`config.mk`:
```
export PLATFORM = sky130hd
export DESIGN_NAME = eff_crop_win
export DESIGN_NICKNAME = d
export VERILOG_FILES = /design/src/rtl/eff_crop_win.sv
export SDC_FILE = /design/constraint.sdc
export NUM_CORES = 1
export LEC_CHECK = 0
export BUFFER_PORTS_ARGS = -buffer_cell sky130_fd_sc_hd__buf_2
export CORE_UTILIZATION = 51
export CTS_BUF_LIST = sky130_fd_sc_hd__clkbuf_4 sky130_fd_sc_hd__clkbuf_8
export CTS_CLUSTER_DIAMETER = 200
export DETAILED_ROUTE_END_ITERATION = 8
export GPL_ROUTABILITY_DRIVEN = 0
export MAX_ROUTING_LAYER = met4
export PLACE_DENSITY = 0.83
export SLEW_MARGIN = 20
export SYNTH_ARGS = -nofsm -noshare
export SYNTH_HDL_FRONTEND = slang
export SYNTH_SLANG_ARGS = --single-unit
```
`constraint.sdc`:
```
create_clock -name clk -period 4.1 [get_ports clk]
set_input_delay 0.205 -clock clk [delete_from_list [all_inputs] [get_ports clk]]
set_output_delay 0.205 -clock clk [all_outputs]
set_load 0.05 [all_outputs]
```
`src/rtl/eff_crop_win.sv`:
```
// eff_crop_win: crops the heff/veff-qualified pixel stream to a programmable
// rectangle, tags the last pixel of each window row (eop_out) and of the whole
// window (eol_out), and measures the input frame geometry.
module eff_crop_win #(
   parameter int dat_w = 8
) (
   input  logic             clk,
   input  logic             rst_n,
   input  logic             soft_rst,
   input  logic             op_start,
   input  logic [15:0]      crop_x0,
   input  logic [15:0]      crop_y0,
   input  logic [15:0]      crop_w,
   input  logic [15:0]      crop_h,
   output logic             req_out,
   input  logic             rdy_in,
   input  logic             heff_in,
   input  logic             veff_in,
   input  logic [dat_w-1:0] din,
   output logic             rdy_out,
   input  logic             req_in,
   output logic [dat_w-1:0] dout,
   output logic             eop_out,
   output logic             eol_out,
   output logic [15:0]      frm_w,
   output logic [15:0]      frm_h,
   output logic             frm_done,
   output logic             err_trunc
);

   typedef enum logic [1:0] {
      IDLE = 2'd0,
      SYNC = 2'd1,
      RUN  = 2'd2
   } state_t;

   state_t      state;
   state_t      state_nx;

   logic        full;
   logic        out_val;
   logic        acc;
   logic        run_acc;
   logic        win_acc;

   logic        heff_d;
   logic        veff_d;
   logic        hfall;
   logic        vfall;

   logic [15:0] x_cnt;
   logic [15:0] y_cnt;
   logic        x_nz;
   logic        y_inc;
   logic [15:0] y_meas;

   logic [15:0] x0_s;
   logic [15:0] y0_s;
   logic [15:0] w_s;
   logic [15:0] h_s;

   logic [16:0] x_end;
   logic [16:0] y_end;
   logic        in_win;
   logic        x_last;
   logic        y_last;
   logic        trunc;

   // Handshake and edge qualifiers
   assign rdy_out = full;
   assign out_val = req_in & full;
   assign acc     = req_out & rdy_in & heff_in & veff_in;
   assign hfall   = heff_d & ~heff_in;
   assign vfall   = veff_d & ~veff_in;

   // Counting is frozen outside RUN and in the cycle op_start re-arms the block
   assign run_acc = acc & (state == RUN) & ~op_start;
   assign win_acc = run_acc & in_win;

   // Window bounds in 17 bits so origin+size never wraps
   assign x_end  = {1'b0, x0_s} + {1'b0, w_s};
   assign y_end  = {1'b0, y0_s} + {1'b0, h_s};
   assign in_win = ({1'b0, x_cnt} >= {1'b0, x0_s}) & ({1'b0, x_cnt} < x_end) &
                   ({1'b0, y_cnt} >= {1'b0, y0_s}) & ({1'b0, y_cnt} < y_end);
   assign x_last = ({1'b0, x_cnt} == (x_end - 17'd1));
   assign y_last = ({1'b0, y_cnt} == (y_end - 17'd1));

   // Line count including a line whose hfall coincides with vfall
   assign x_nz   = (x_cnt != '0);
   assign y_inc  = hfall & x_nz;
   assign y_meas = (y_inc && (y_cnt != '1)) ? (y_cnt + 16'd1) : y_cnt;
   assign trunc  = (h_s != '0) & ({1'b0, y_meas} < y_end);

   // Next-state and upstream request
   always_comb begin
      state_nx = state;
      req_out  = 1'b0;
      if (soft_rst) begin
         state_nx = IDLE;
      end else if (op_start) begin
         state_nx = SYNC;
      end else if ((state == SYNC) && !veff_in) begin
         state_nx = RUN;
      end
      if (!soft_rst) begin
         case (state)
            SYNC:    req_out = 1'b1;
            RUN:     req_out = ~full | out_val;
            default: req_out = 1'b0;
         endcase
      end
   end

   // State register
   always_ff @(posedge clk or negedge rst_n) begin
      if (!rst_n) begin
         state <= IDLE;
      end else begin
         state <= state_nx;
      end
   end

   // Registered copies of the effective flags for edge detection
   always_ff @(posedge clk or negedge rst_n) begin
      if (!rst_n) begin
         heff_d <= 1'b0;
         veff_d <= 1'b0;
      end else if (soft_rst) begin
         heff_d <= 1'b0;
         veff_d <= 1'b0;
      end else begin
         heff_d <= heff_in;
         veff_d <= veff_in;
      end
   end

   // Shadow window: reloaded on arm and at each frame boundary
   always_ff @(posedge clk or negedge rst_n) begin
      if (!rst_n) begin
         x0_s <= '0;
         y0_s <= '0;
         w_s  <= '0;
         h_s  <= '0;
      end else if (soft_rst) begin
         x0_s <= '0;
         y0_s <= '0;
         w_s  <= '0;
         h_s  <= '0;
      end else if (op_start || vfall) begin
         x0_s <= crop_x0;
         y0_s <= crop_y0;
         w_s  <= crop_w;
         h_s  <= crop_h;
      end
   end

   // Saturating pixel and line position counters
   always_ff @(posedge clk or negedge rst_n) begin
      if (!rst_n) begin
         x_cnt <= '0;
         y_cnt <= '0;
      end else if (soft_rst || op_start) begin
         x_cnt <= '0;
         y_cnt <= '0;
      end else if (state == RUN) begin
         if (hfall) begin
            x_cnt <= '0;
         end else if (acc && (x_cnt != '1)) begin
            x_cnt <= x_cnt + 16'd1;
         end
         if (vfall) begin
            y_cnt <= '0;
         end else if (y_inc && (y_cnt != '1)) begin
            y_cnt <= y_cnt + 16'd1;
         end
      end
   end

   // Frame geometry measurement and end-of-frame pulses
   always_ff @(posedge clk or negedge rst_n) begin
      if (!rst_n) begin
         frm_w     <= '0;
         frm_h     <= '0;
         frm_done  <= 1'b0;
         err_trunc <= 1'b0;
      end else if (soft_rst) begin
         frm_w     <= '0;
         frm_h     <= '0;
         frm_done  <= 1'b0;
         err_trunc <= 1'b0;
      end else begin
         frm_done  <= 1'b0;
         err_trunc <= 1'b0;
         if ((state == RUN) && !op_start) begin
            if (hfall && x_nz) begin
               frm_w <= x_cnt;
            end
            if (vfall) begin
               frm_h     <= y_meas;
               frm_done  <= 1'b1;
               err_trunc <= trunc;
            end
         end
      end
   end

   // Single-entry output register with row/window end tags
   always_ff @(posedge clk or negedge rst_n) begin
      if (!rst_n) begin
         full    <= 1'b0;
         dout    <= '0;
         eop_out <= 1'b0;
         eol_out <= 1'b0;
      end else if (soft_rst) begin
         full    <= 1'b0;
         dout    <= '0;
         eop_out <= 1'b0;
         eol_out <= 1'b0;
      end else begin
         full <= win_acc | (full & ~out_val);
         if (win_acc) begin
            dout    <= din;
            eop_out <= x_last;
            eol_out <= x_last & y_last;
         end
      end
   end

endmodule

```
==> results.txt, run 1 <==
From synthesis to final layout, the design area changed by 21.9%. STA classifies the critical path startpoint as a register. Before antenna repair, the detailed router went through 5 iterations.

The count of antenna-violating nets left after detailed routing came out at 0. Leaving out fill and tap cells, the most frequent cell in the layout is sky130_fd_sc_hd__dfrtp_1. The arrival time of the worst setup path came out at 4.64 ns. The number of nets in the finished design came out at about 1700. The switching power summed over all nets came out at 1230 uW. The total global routing track utilization is 27.1%.

The worst setup path is of the register to register kind. The number of failing hold endpoints at the final stage is 0. The share of the clock period used by the worst path is 105%.

The leakage power of the design is about 0.0065 uW. The wire length per cell after detailed routing is approximately 16 um. The die width came out at 149 um. The root cell of the clock tree is sky130_fd_sc_hd__clkbuf_8. The cell internal power dissipation is 2610 uW.

The library cells used most frequently in the layout, excluding fill and tap cells, are 145 x sky130_fd_sc_hd__dfrtp_1, 134 x sky130_fd_sc_hd__nand2_1, 124 x sky130_fd_sc_hd__buf_2, 123 x sky130_fd_sc_hd__o21ai_0, 113 x sky130_fd_sc_hd__ha_1. The number of buffers created by CTS is 17. The area of the core region is 21000 um2.

The clock sink count came out at 145. The minimum hold slack is 0.00651 ns. Measured on the finished design, the core utilization comes to 63.6%. The number of antenna violations at the first check in global routing came out at 0.

The share of cells above drive strength 1 is between 10% and 20%. The fraction of synthesis flops using an asynchronous set or reset pin is 100%. The number of inserted diodes came out at 0. Data on the critical path is required at its endpoint by approximately 4.5 ns.

The setup slack of the most critical reg-to-reg path is -0.19 ns. The biggest area contributor in the post-synthesis netlist is sky130_fd_sc_hd__dfrtp_1. The clock group share of total power is 31.5%. The total DRC errors in the routed layout is 0. The remaining max-slew budget at the tightest pin is 29.5%.

The fill cell instance count of the final layout is between 1500 and 2000. TritonCTS built the clock tree. The worst setup path is captured at a register.

The most used flip-flop cell after synthesis is sky130_fd_sc_hd__dfrtp_1. The number of placement rows came out at 53. Setup violations remaining at the end of the flow were counted as 11. The net switching share of the total power came out at 32.0%. The maximum number of pins on one net before global-route repair is 129.

The top fanout value on the critical path is 2. The measured slew at the worst slew-check pin is 1.06 ns. For this configuration, the core starts out at a cell density of 52.2%. The buffer levels on the longest clock path is 2.

Clock skew on the completed layout was measured at 0.0146 ns. The max-cap check violation count came out at 0. The least setup slack across all paths after layout is -0.191 ns. The part of the total power dissipated in combinational logic is about 29%.

The count of pins over their slew limit is 0. The checks that failed: setup timing. The min-delay analysis places its worst path in the category input port to register. Setup repair after global routing could not meet its margin everywhere. In the routed layout, each cell is associated on average with a via count of 5.73. The cell count after synthesis came out at 1269. The number of warnings reported in the yosys synthesis log is 0. The number of H-tree levels came out at 4. The number of input and output port buffers inserted came out at 125.

The mean area per synthesized cell came out at approximately 8.6 um2. After synthesis, flip-flops and latches occupy 33.1% of the total area. The via count of the first global-routing pass came out at 9745. The total congestion overflow came out at 0. The share of total power in sequential cells is 39.7%.

The number of synthesized register bits is around 150. The combined area of all synthesized cells came out at 11000 um2. The clock-pin slew reported for the worst setup and hold paths after clock tree synthesis is 0.08 ns. In the post-synthesis netlist, the biggest area contributors are sky130_fd_sc_hd__dfrtp_1 33%, sky130_fd_sc_hd__ha_1 13%, sky130_fd_sc_hd__o21ai_0 5.6%. The number of nets in the synthesized netlist is approximately 1500. The flow ran to the end, but the final reports show violations. The first-pass GRT wire length is 46.7 mm. The total power density per cell area came out at 287 nW/um2. Detailed placement ended at an HPWL of 20.7 mm.

Detailed routing inserted a total of 10200 vias. The sum of routed wire length over all layers is 28.3 mm. The clock insertion delay at the later pin of the skew report came out at approximately 0.47 ns.

Summed over its instances, the top area cell type makes up between 30% and 40% of the synthesized netlist area. Counting I/O delays and the setup requirement, the final critical path takes 4.29 ns. The I/O pin count is 126. The number of enable flip-flop cells after synthesis came out at 0. The vertical die dimension is 149 um. The maximum resistive drop on vdd came out at 215 uV.

The area enclosed by the die boundary is about 22000 um2. The iteration-0 DRC count of the detailed router came out at 742. The highest attainable clock frequency is 233 MHz. The number of different library cells in the post-synthesis netlist is 76.
stage by stage:
stage / std cells / cell area [um2] / power (uW) / setup TNS (ns) / setup WS (ns)
after global placement: 1682 / 12300 / 2520 / -1.27 / -0.208
after floorplan: 1269 / 11000 / 2240 / -1.07 / -0.256
after detailed placement: 1682 / 12300 / 2570 / -2.23 / -0.272
final: 1774 / 13400 / 3830 / -1.38 / -0.191
after CTS: 1772 / 13300 / 3820 / -1.06 / -0.175
after global routing: 1774 / 13400 / 4040 / -3.36 / -0.359
cell type report:
cell class                 instances  area (um2)  area share [%]
inverter                          78         293            2.19
tap                              275         344            2.57
sequential                       145        3630            27.2
clock inverter                    13         160            1.20
timing repair buffer             258        1770            13.2
multi-input combinational        986        6910            51.7
clock buffer                      19         262            1.96
flip-flops by register name (all words and copies together) (netlist names):
signal and count:
frm_done 1, heff_d 1, rdy_out 1, eol_out 1
h_s 16, dout 8, eop_out 1, w_s 16
y0_s 16, x_cnt 16, frm_w 16, frm_h 16
veff_d 1, x0_s 16, y_cnt 16, err_trunc 1
state 2
kinds of logic (layout without fill, tap and decap cells):
family	Yosys count	count (layout)	synth area share, %
AO/OA/AOI/OAI	333	333	19.9
XOR/XNOR	96	96	7.79
adder cells (fa/ha/maj)	118	118	13.6
buffers and inverters	138	368	4.79
flip-flops	145	145	33.1
multiplexers	3	3	0.320
AND/OR/NAND/NOR	436	436	20.5
cell usage after synthesis (all sizes together), types with 9 or more instances:
cell	number
o211ai	10
nor2b	17
dfrtp	145
a211oi	12
a31oi	11
clkbuf	52
nand3b	13
a21o	21
o2111ai	10
nor4	15
a22o	26
xnor2	48
nand2	134
nor2	67
and3	13
ha	114
a21oi	44
o31ai	9
nor3	20
xor2	47
inv	78
nand3	34
o21a	10
nand4	16
o21ai	137
nand2b	74
worst paths after layout:
path                       cells past startpoint  endpoint       from
setup / recovery                              19   eop_out    x0_s[0]
hold / removal                                 3    w_s[6]  crop_w[6]
setup reg to reg                              19   eop_out    x0_s[0]
hold reg to reg                                2  frm_h[9]   frm_h[9]
max in group asynchronous                      3   h_s[15]      rst_n
min in group asynchronous                      2  frm_w[5]      rst_n
what timing repair did:
item,4_1_cts,5_1_grt
endpoints found under the setup margin,11,12
hold endpoints to repair,148,0
pin swaps,12,3
setup buffers,3,2
cloned,0,0
hold buffers,55,0
gates resized for setup,1,8
worst max-delay path, stage by stage, from the launching register on:
cell and delay [ns]:
sky130_fd_sc_hd__dfrtp_1 0.35, sky130_fd_sc_hd__ha_2 0.19, sky130_fd_sc_hd__inv_2 0.04, sky130_fd_sc_hd__fa_2 0.37, sky130_fd_sc_hd__nor2b_4 0.14, sky130_fd_sc_hd__o21ai_2 0.09
sky130_fd_sc_hd__a21oi_2 0.20, sky130_fd_sc_hd__xnor2_2 0.14, sky130_fd_sc_hd__ha_1 0.27, sky130_fd_sc_hd__a21o_1 0.16, sky130_fd_sc_hd__a21o_1 0.15, sky130_fd_sc_hd__a21o_1 0.16
sky130_fd_sc_hd__a221o_1 0.29, sky130_fd_sc_hd__maj3_2 0.29, sky130_fd_sc_hd__maj3_2 0.30, sky130_fd_sc_hd__o211a_1 0.24, sky130_fd_sc_hd__o211ai_2 0.18, sky130_fd_sc_hd__o2111ai_4 0.12
sky130_fd_sc_hd__nor2b_4 0.17, sky130_fd_sc_hd__mux2_4 0.31
per-layer routing:
| metal | routed length [um] | track usage [%] |
|---|---|---|
| met5 | 0 | - |
| met4 | 635 | 8.87 |
| met3 | 1510 | 3.19 |
| met2 | 12800 | 42.0 |
| met1 | 13300 | 36.9 |
power groups by stage:
stage          sequential [uW]  combinational (uW)  clock (uW)
2_1_floorplan             1530                 706           0
3_3_place_gp              1540                 979           0
3_5_place_dp              1550                1020           0
4_1_cts                   1520                1080        1220
5_1_grt                   1530                1220        1290
6_report                  1520                1100        1210
Power figures use the tool's default switching activity.
==> run 2, diff against run 1 <==
--- a/config.mk
+++ b/config.mk
@@ -8,7 +8,7 @@
 export BUFFER_PORTS_ARGS = -buffer_cell sky130_fd_sc_hd__buf_2
 export CORE_UTILIZATION = 51
 export CTS_BUF_LIST = sky130_fd_sc_hd__clkbuf_4 sky130_fd_sc_hd__clkbuf_8
-export CTS_CLUSTER_DIAMETER = 200
+export CTS_CLUSTER_DIAMETER = 100
 export DETAILED_ROUTE_END_ITERATION = 8
 export GPL_ROUTABILITY_DRIVEN = 0
 export MAX_ROUTING_LAYER = met4
@@ -17,3 +17,4 @@
 export SYNTH_ARGS = -nofsm -noshare
 export SYNTH_HDL_FRONTEND = slang
 export SYNTH_SLANG_ARGS = --single-unit
+export TNS_END_PERCENT = 5
==> run 2 against run 1 <==
Effect of this change: the run still ends with setup timing left; power rose by 0.56%; hold slack worse by 0.00072 ns; wire length decreased by 0.63%; via count is 1.1% lower; die area stayed put.
==> results.txt, run 2 (synthesis results as in run 1) <==
The flow ran to the end, but the final reports show violations. The checks that failed: setup timing. The total global routing track utilization is 26.9% (-0.17 points).

The share of the clock period used by the worst path is 106% (+1.0 points). The count of pins over their slew limit came out at 0 (unchanged). The endpoint required time on the critical path came out at 4.43 ns (-0.02 ns).

The vertical die dimension is 149 um (unchanged). TritonCTS built the clock tree. The initial core utilization is 52.2% (unchanged). The library cells used most frequently in the layout, excluding fill and tap cells, are 145 x sky130_fd_sc_hd__dfrtp_1, 134 x sky130_fd_sc_hd__nand2_1, 124 x sky130_fd_sc_hd__buf_2, 123 x sky130_fd_sc_hd__o21ai_0, 113 x sky130_fd_sc_hd__ha_1. The delay of the slowest cell on the worst path is 0.37 ns (about the same). CTS placed an instance of sky130_fd_sc_hd__clkbuf_8 at the clock tree root.

The number of failing hold endpoints at the final stage came out at 0 (unchanged). The share of the core filled with cells in the final layout is 63.4% (-0.12 points). The final instance count without filler cells came out at 1769 (-0.28%). The total congestion overflow is 0 (unchanged). The total power density per cell area came out at 289 nW/um2 (+0.75%). The number of placement rows is 53 (unchanged).

The maximum resistive drop on vdd is 207 uV (-3.7%). The part of the total power dissipated in combinational logic came out at 29.3% (+0.5 points). STA classifies the critical path startpoint as a register. The fill cell instance count of the final layout is 1695 (-0.18%). The measured slew at the worst slew-check pin is 0.913 ns (-0.144 ns). The number of nets in the finished design came to 1677 (-0.30%).

The clock group share of total power is 31.2% (-0.3 points). The setup path with the least slack is of type register to register. The I/O pin count is 126 (unchanged). The max-cap check violation count is 0 (unchanged).

The number of H-tree levels came out at 4 (unchanged). The routed length on met3 came out at 1.64 mm (+8.7%). The number of detailed-routing iterations run before antenna repair came out at 5 (unchanged).

The share of cells above drive strength 1 is 18.9% (+0.66 points). The detailed router used layers up to and including met4. The critical path goes through ha_2 > inv_2 > fa_2 > nor2b_4 > o21ai_2 > a21oi_2 > xnor2_2 > ha_1 > a21o_1 > a21o_1 > a21o_1 > a221o_1 > maj3_2 > maj3_2 > o211a_1 > o211ai_2 > o2111ai_4 > nor2b_4 > mux2_4. The top fanout value on the critical path came out at 2 (unchanged). The least setup slack across all paths after layout came to -0.232 ns (-0.0416 ns). The number of buffers created by CTS came out at 17 (unchanged). The cell occurring most often along the worst timing path is sky130_fd_sc_hd__a21o_1.

The buffer levels on the longest clock path is 2 (unchanged). The total half-perimeter wirelength after legalization and detailed placement was 20.6 mm (-0.29%). The remaining max-slew budget at the tightest pin is 39.1% (+9.6 points).

The clock insertion delay at the later pin of the skew report is 0.46 ns (about the same). The share of total power in sequential cells is 39.5% (-0.2 points). The worst setup skew after layout came to 0.0169 ns (+0.00238 ns).

The highest attainable clock frequency was 231 MHz (-0.96%). The class of the most critical hold timing path is input port to register. The net switching share of the total power is 32.0% (about the same). The wire length per cell after detailed routing is 15.9 um (-0.35%).

The kind of cell adding the most delay to the critical path is compound AO/OA/AOI/OAI gates. The number of input and output port buffers inserted is 125 (unchanged). The area of the core region came out at 21000 um2 (unchanged). STA classifies the critical path endpoint as a register. The total of endpoints with negative setup slack in the final report is 11 (unchanged). The count of antenna-violating nets left after detailed routing is 0 (unchanged).

The iteration-0 DRC count of the detailed router came out at 744 (+0.27%). The clock sink count was 145 (unchanged). The library cell used most frequently in the layout, excluding fill and tap cells, is sky130_fd_sc_hd__dfrtp_1.

The via count of the first global-routing pass came to 9870 (+1.3%). The time the worst path needs with I/O delays and setup is 4.33 ns (+0.0416 ns). The number of inserted diodes is 0 (unchanged). The switching power summed over all nets came to 1230 uW (+0.56%). The leakage power of the design is 0.00647 uW (-0.28%). The critical path buffer and inverter count came to 1 (unchanged). The total DRC errors in the routed layout is 0 (unchanged).

The via count is 10000 (-1.1%). The met2 routed wirelength came out at 12.7 mm (-0.86%). The met1 layer wirelength in the final routing is 13.1 mm (-1.6%).

The area enclosed by the die boundary came to 22100 um2 (unchanged). The instance count after placement with tap cells included is 1681 (-0.059%). Setup repair after global routing could not meet its margin everywhere. The slowest stage of the critical path is the sky130_fd_sc_hd__dfrtp_1 cell. The arrival time of the worst setup path came out at 4.67 ns (+0.03 ns). The die width was 149 um (unchanged). The number of vias per cell after detailed routing was 5.68 (-0.86%). The sum of routed wire length over all layers came out at 28.1 mm (-0.63%). The maximum number of pins on one net before global-route repair is 129 (unchanged). The cell internal power dissipation came out at 2620 uW (+0.55%). The number of antenna violations at the first check in global routing is 0 (unchanged). The area added between synthesis and finish is 21.6%. The first-pass GRT wire length was 46.7 mm (about the same). The clock-pin slew reported for the worst setup and hold paths after clock tree synthesis is 0.09 ns (about the same).
## run 2: cell types whose count changed in the layout (fill, tap and decap cells not counted), moves of 2 or more
cell	previous run	this run
sky130_fd_sc_hd__a21oi_1	41	39
sky130_fd_sc_hd__a21oi_2	3	5
sky130_fd_sc_hd__buf_4	78	82
sky130_fd_sc_hd__clkbuf_4	0	2
sky130_fd_sc_hd__clkinv_2	4	2
sky130_fd_sc_hd__clkinv_4	3	0
sky130_fd_sc_hd__clkinvlp_4	2	4
sky130_fd_sc_hd__dlygate4sd3_1	55	45
sky130_fd_sc_hd__inv_6	1	3
## run 2: path summary, 6_finish.rpt
kind                            cells past startpoint        from         to  slack (ns)
worst max-delay path                               19     x0_s[0]    eop_out       -0.23
worst min-delay path                                3  crop_w[13]    w_s[13]       0.006
worst max register to register                     19     x0_s[0]    eop_out       -0.23
worst min register to register                      2   frm_h[15]  frm_h[15]        0.48
max in group asynchronous                           3       rst_n   state[0]        2.79
min in group asynchronous                           2       rst_n   frm_w[4]        0.40
## run 2: per-stage QoR
step           setup WS (ns)  hold WS, ns  total power, uW  setup TNS, ns  area, um2
2_1_floorplan         -0.257      -0.0906             2240          -1.38      11000
3_3_place_gp          -0.199        0.362             2530          -1.18      12300
3_5_place_dp          -0.302        0.367             2580          -2.49      12300
4_1_cts               -0.210     0.000710             3830          -1.37      13200
5_1_grt               -0.349      0.00403             4060          -3.09      13300
6_report              -0.232      0.00579             3860          -1.71      13300
## run 2: final cells by class
type	instances	area, um2	area share, %
multi-input combinational	986	6930	52.0
inverter	78	293	2.20
clock buffer	20	263	1.97
timing repair buffer	253	1720	12.9
clock inverter	12	156	1.17
tap	275	344	2.58
sequential	145	3630	27.2
## run 2: timing repair
item	CTS	global route
buffers inserted	9	1
endpoints found under the hold margin	141	0
hold buffers	45	0
resized for setup	3	11
endpoints found under the setup margin	11	12
pin swaps	12	4
## run 2: metal layers
metal | vias to the layer above | track usage [%]
li1 | 4917 | -
met2 | 327 | 41.5
met1 | 4741 | 36.5
met4 | 0 | 9.33
met5 | - | -
met3 | 56 | 3.37
## run 2: power by group through the flow
stage	Combinational (uW)	Clock, uW	Sequential, uW
floorplan	706	0	1530
global placement	981	0	1540
detailed placement	1030	0	1550
CTS	1090	1220	1520
global route	1250	1280	1530
finish	1130	1200	1520
## run 2: tightest hold or removal path: cells and delay by family
family                 cells  cell delay, ns
AOI/OAI and AO/OA          1            0.07
and+or+nand+nor            1            0.06
buffers and inverters      1            0.09
==> run 3, diff against run 2 <==
--- a/config.mk
+++ b/config.mk
@@ -6,6 +6,7 @@
 export NUM_CORES = 1
 export LEC_CHECK = 0
 export BUFFER_PORTS_ARGS = -buffer_cell sky130_fd_sc_hd__buf_2
+export CORE_MARGIN = 5
 export CORE_UTILIZATION = 51
 export CTS_BUF_LIST = sky130_fd_sc_hd__clkbuf_4 sky130_fd_sc_hd__clkbuf_8
 export CTS_CLUSTER_DIAMETER = 100
==> constraint.sdc (replaced) <==
create_clock -name clk -period 4.1 [get_ports clk]
set_input_delay 0.205 -clock clk [delete_from_list [all_inputs] [get_ports clk]]
set_output_delay 0.205 -clock clk [all_outputs]
set_load 0.02 [all_outputs]
==> run 3 against run 2 <==
Effect of this change: the flow still finishes with violations (setup timing); highest routed layer unchanged; non-clock buffer count down 12; worst setup slack better by 0.018 ns; clock-buffer cell count down 2; sequential share of layout area up 0.24 points; design area down 0.88%; sequential cell count unchanged; global-route usage down 3.6 points; die area up 11%; power up 1.0%; register-to-register slack better by 0.02 ns; via count down 0.54%; core utilization down 0.76 points.
==> results.txt, run 3 (synthesis results as in run 1) <==
The flow ran to the end, but the final reports show violations. The checks that failed: setup timing. The count of pins over their slew limit came out at 0 (unchanged). The reg-to-reg startpoint is x0_s[0]. The endpoint required time on the critical path is 4.44 ns (about the same). In the layout the commonest cells are 145 x sky130_fd_sc_hd__dfrtp_1, 134 x sky130_fd_sc_hd__nand2_1, 124 x sky130_fd_sc_hd__buf_2, 123 x sky130_fd_sc_hd__o21ai_0, 113 x sky130_fd_sc_hd__ha_1. The total DRC errors in the routed layout came to 0 (unchanged). The buffer levels on the longest clock path is 2 (unchanged). The total of endpoints with negative setup slack in the final report is 11 (unchanged).

The via count came out at 9987 (-0.54%). The fill cell instance count of the final layout came to 1707 (+0.71%). The worst hold path begins at crop_y0[6]. The depth of the most critical reg-to-reg path came out at 19 (unchanged). The initial core utilization is 52.0% (-0.16 points). The clock sink count is 145 (unchanged).

The area added between synthesis and finish is 20.6%. The I/O pin count was 126 (unchanged). The total global routing track utilization came out at 23.3% (-3.6 points). The top fanout value on the critical path is 2 (unchanged). The iteration-0 DRC count of the detailed router is 764 (+2.7%). The max-cap check violation count was 0 (unchanged). The total half-perimeter wirelength after legalization and detailed placement is 21.0 mm (+1.7%). The total power density per cell area was 295 nW/um2 (+1.9%). The worst hold path terminates at y0_s[6]. STA classifies the critical path startpoint as a register. The number of detailed-routing iterations run before antenna repair was 5 (unchanged). The total congestion overflow came to 0 (unchanged). The least setup slack across all paths after layout came out at -0.214 ns (+0.0184 ns). The number of nets in the finished design is 1665 (-0.72%). The worst setup path is captured at a register. The maximum resistive drop on vdd is 199 uV (-3.9%). The clock insertion delay at the later pin of the skew report came out at 0.46 ns (about the same). The number of placement rows is 53 (unchanged). The arrival time of the worst setup path came out at 4.65 ns (-0.02 ns). The root buffer cell chosen for the clock tree is sky130_fd_sc_hd__clkbuf_8. The library cell used most frequently in the layout, excluding fill and tap cells, is sky130_fd_sc_hd__dfrtp_1. The setup slack of the most critical reg-to-reg path is -0.21 ns (+0.02 ns).

The setup TNS after final layout was -1.51 ns (+0.202 ns). The area enclosed by the die boundary came out at 24500 um2 (+11%). The depth of the worst hold-timing path came out at 3 (unchanged).

The number of H-tree levels is 4 (unchanged). The worst setup skew after layout is 0.0122 ns (-0.00476 ns). The leakage power of the design came out at 0.00642 uW (-0.80%). The maximum number of pins on one net before global-route repair came to 129 (unchanged).

The via count of the first global-routing pass came out at 9788 (-0.83%). The vertical die dimension is 157 um (+5.4%). The wire length per cell after detailed routing came out at 15.7 um (-1.1%). The first-pass GRT wire length came out at 46.3 mm (-1.0%). Setup repair after global routing could not meet its margin everywhere. In this run the critical register-to-register path is captured at eop_out. The clock-pin slew reported for the worst setup and hold paths after clock tree synthesis came out at 0.08 ns (about the same).

The count of antenna-violating nets left after detailed routing is 0 (unchanged). The time the worst path needs with I/O delays and setup is 4.31 ns (-0.0184 ns). The number of antenna violations at the first check in global routing came out at 0 (unchanged). The highest attainable clock frequency is 232 MHz (+0.43%). The number of buffers created by CTS is 17 (unchanged). The minimum hold slack came out at 0.00726 ns (+0.00147 ns).

The critical path is of the register to register type. The share of the clock period used by the worst path came out at 105% (-0.45 points). The number of failing hold endpoints at the final stage came to 0 (unchanged). The measured slew at the worst slew-check pin came out at 0.767 ns (-0.146 ns).

The number of inserted diodes is 0 (unchanged). The remaining max-slew budget at the tightest pin came out at 48.4% (+9.3 points). The number of input and output port buffers inserted came out at 125 (unchanged). The die width came out at 157 um (+5.4%). The CTS tree is built.

The sum of routed wire length over all layers came out at 27.6 mm (-1.7%). The number of vias per cell after detailed routing came out at 5.68 (+0.14%). In this run the worst hold path is classified as input port to register.

The share of cells above drive strength 1 came out at 17.9% (-0.99 points). The area of the core region was 21100 um2 (+0.32%).
run 3: changes by cell type in the layout (fill, tap and decap cells not counted), moves of 2 or more:
cell,change
sky130_fd_sc_hd__buf_4,-10
sky130_fd_sc_hd__a211oi_1,+3
sky130_fd_sc_hd__a21oi_2,-2
sky130_fd_sc_hd__a211oi_2,-2
sky130_fd_sc_hd__dlygate4sd3_1,-2
sky130_fd_sc_hd__inv_6,-3
sky130_fd_sc_hd__clkinv_4,+3
sky130_fd_sc_hd__bufinv_16,+2
sky130_fd_sc_hd__a21oi_1,+2
run 3: power by group:
part | switching, uW | internal [uW] | total [uW]
registers | 43.2 | 1480 | 1520
logic | 590 | 484 | 1070
clock network | 571 | 729 | 1300
run 3: routing by layer:
layer	part of all wire, %	vias to the layer above	global-route usage (%)
met2	44	291	35.6
met1	49	4744	32.2
met4	2.0	0	7.64
li1	-	4908	-
met3	5.1	44	3.24
met5	0	-	-
run 3: critical path: stages (launching register included):
cell and delay [ns]:
sky130_fd_sc_hd__dfrtp_1 0.36, sky130_fd_sc_hd__ha_2 0.19, sky130_fd_sc_hd__inv_2 0.04, sky130_fd_sc_hd__fa_2 0.36, sky130_fd_sc_hd__nor2b_4 0.14, sky130_fd_sc_hd__o21ai_2 0.09
sky130_fd_sc_hd__a21oi_2 0.21, sky130_fd_sc_hd__xnor2_2 0.14, sky130_fd_sc_hd__ha_1 0.26, sky130_fd_sc_hd__a21o_1 0.18, sky130_fd_sc_hd__a21o_1 0.16, sky130_fd_sc_hd__a21o_1 0.15
sky130_fd_sc_hd__a221o_1 0.30, sky130_fd_sc_hd__maj3_2 0.30, sky130_fd_sc_hd__maj3_2 0.30, sky130_fd_sc_hd__o211a_1 0.21, sky130_fd_sc_hd__o211ai_2 0.18, sky130_fd_sc_hd__o2111ai_4 0.13
sky130_fd_sc_hd__nor2b_4 0.17, sky130_fd_sc_hd__mux2_4 0.31
run 3: repair_timing:
item / in CTS / in global routing
setup endpoints to repair: 11 / 12
setup buffers: 3 / 0
pin swaps: 10 / 1
resized for setup: 1 / 2
hold endpoints to repair: 97 / 1
hold buffers: 42 / 1
gates cloned: 0 / 0
run 3: worst max-delay path by stage:
stage	start	endpoint	slack (ns)	cells past startpoint
after floorplan	x0_s[0]	eop_out	-0.26	19
after global placement	w_s[0]	eop_out	-0.20	19
after detailed placement	w_s[0]	eop_out	-0.35	19
after CTS	w_s[0]	eop_out	-0.21	19
after global routing	w_s[0]	eop_out	-0.38	19
final	x0_s[0]	eop_out	-0.21	19
run 3: layout make-up:
cell class | instances | area, um2 | share of cell area, %
multi-input combinational | 986 | 6880 | 52.0
sequential | 145 | 3630 | 27.4
timing repair buffer | 241 | 1620 | 12.3
tap | 275 | 344 | 2.60
inverter | 78 | 293 | 2.21
clock buffer | 18 | 241 | 1.83
clock inverter | 14 | 214 | 1.62
run 3: stage by stage:
stage          total power [uW]  util [%]  instances  area, um2  setup slack, ns
2_1_floorplan              2240         -       1269      11000           -0.257
3_3_place_gp               2520      58.2       1678      12300           -0.199
3_5_place_dp               2560      58.2       1678      12300           -0.354
4_1_cts                    3890      62.5       1755      13200           -0.207
5_1_grt                    4100      62.7       1757      13200           -0.378
6_report                   3890      62.7       1757      13200           -0.214
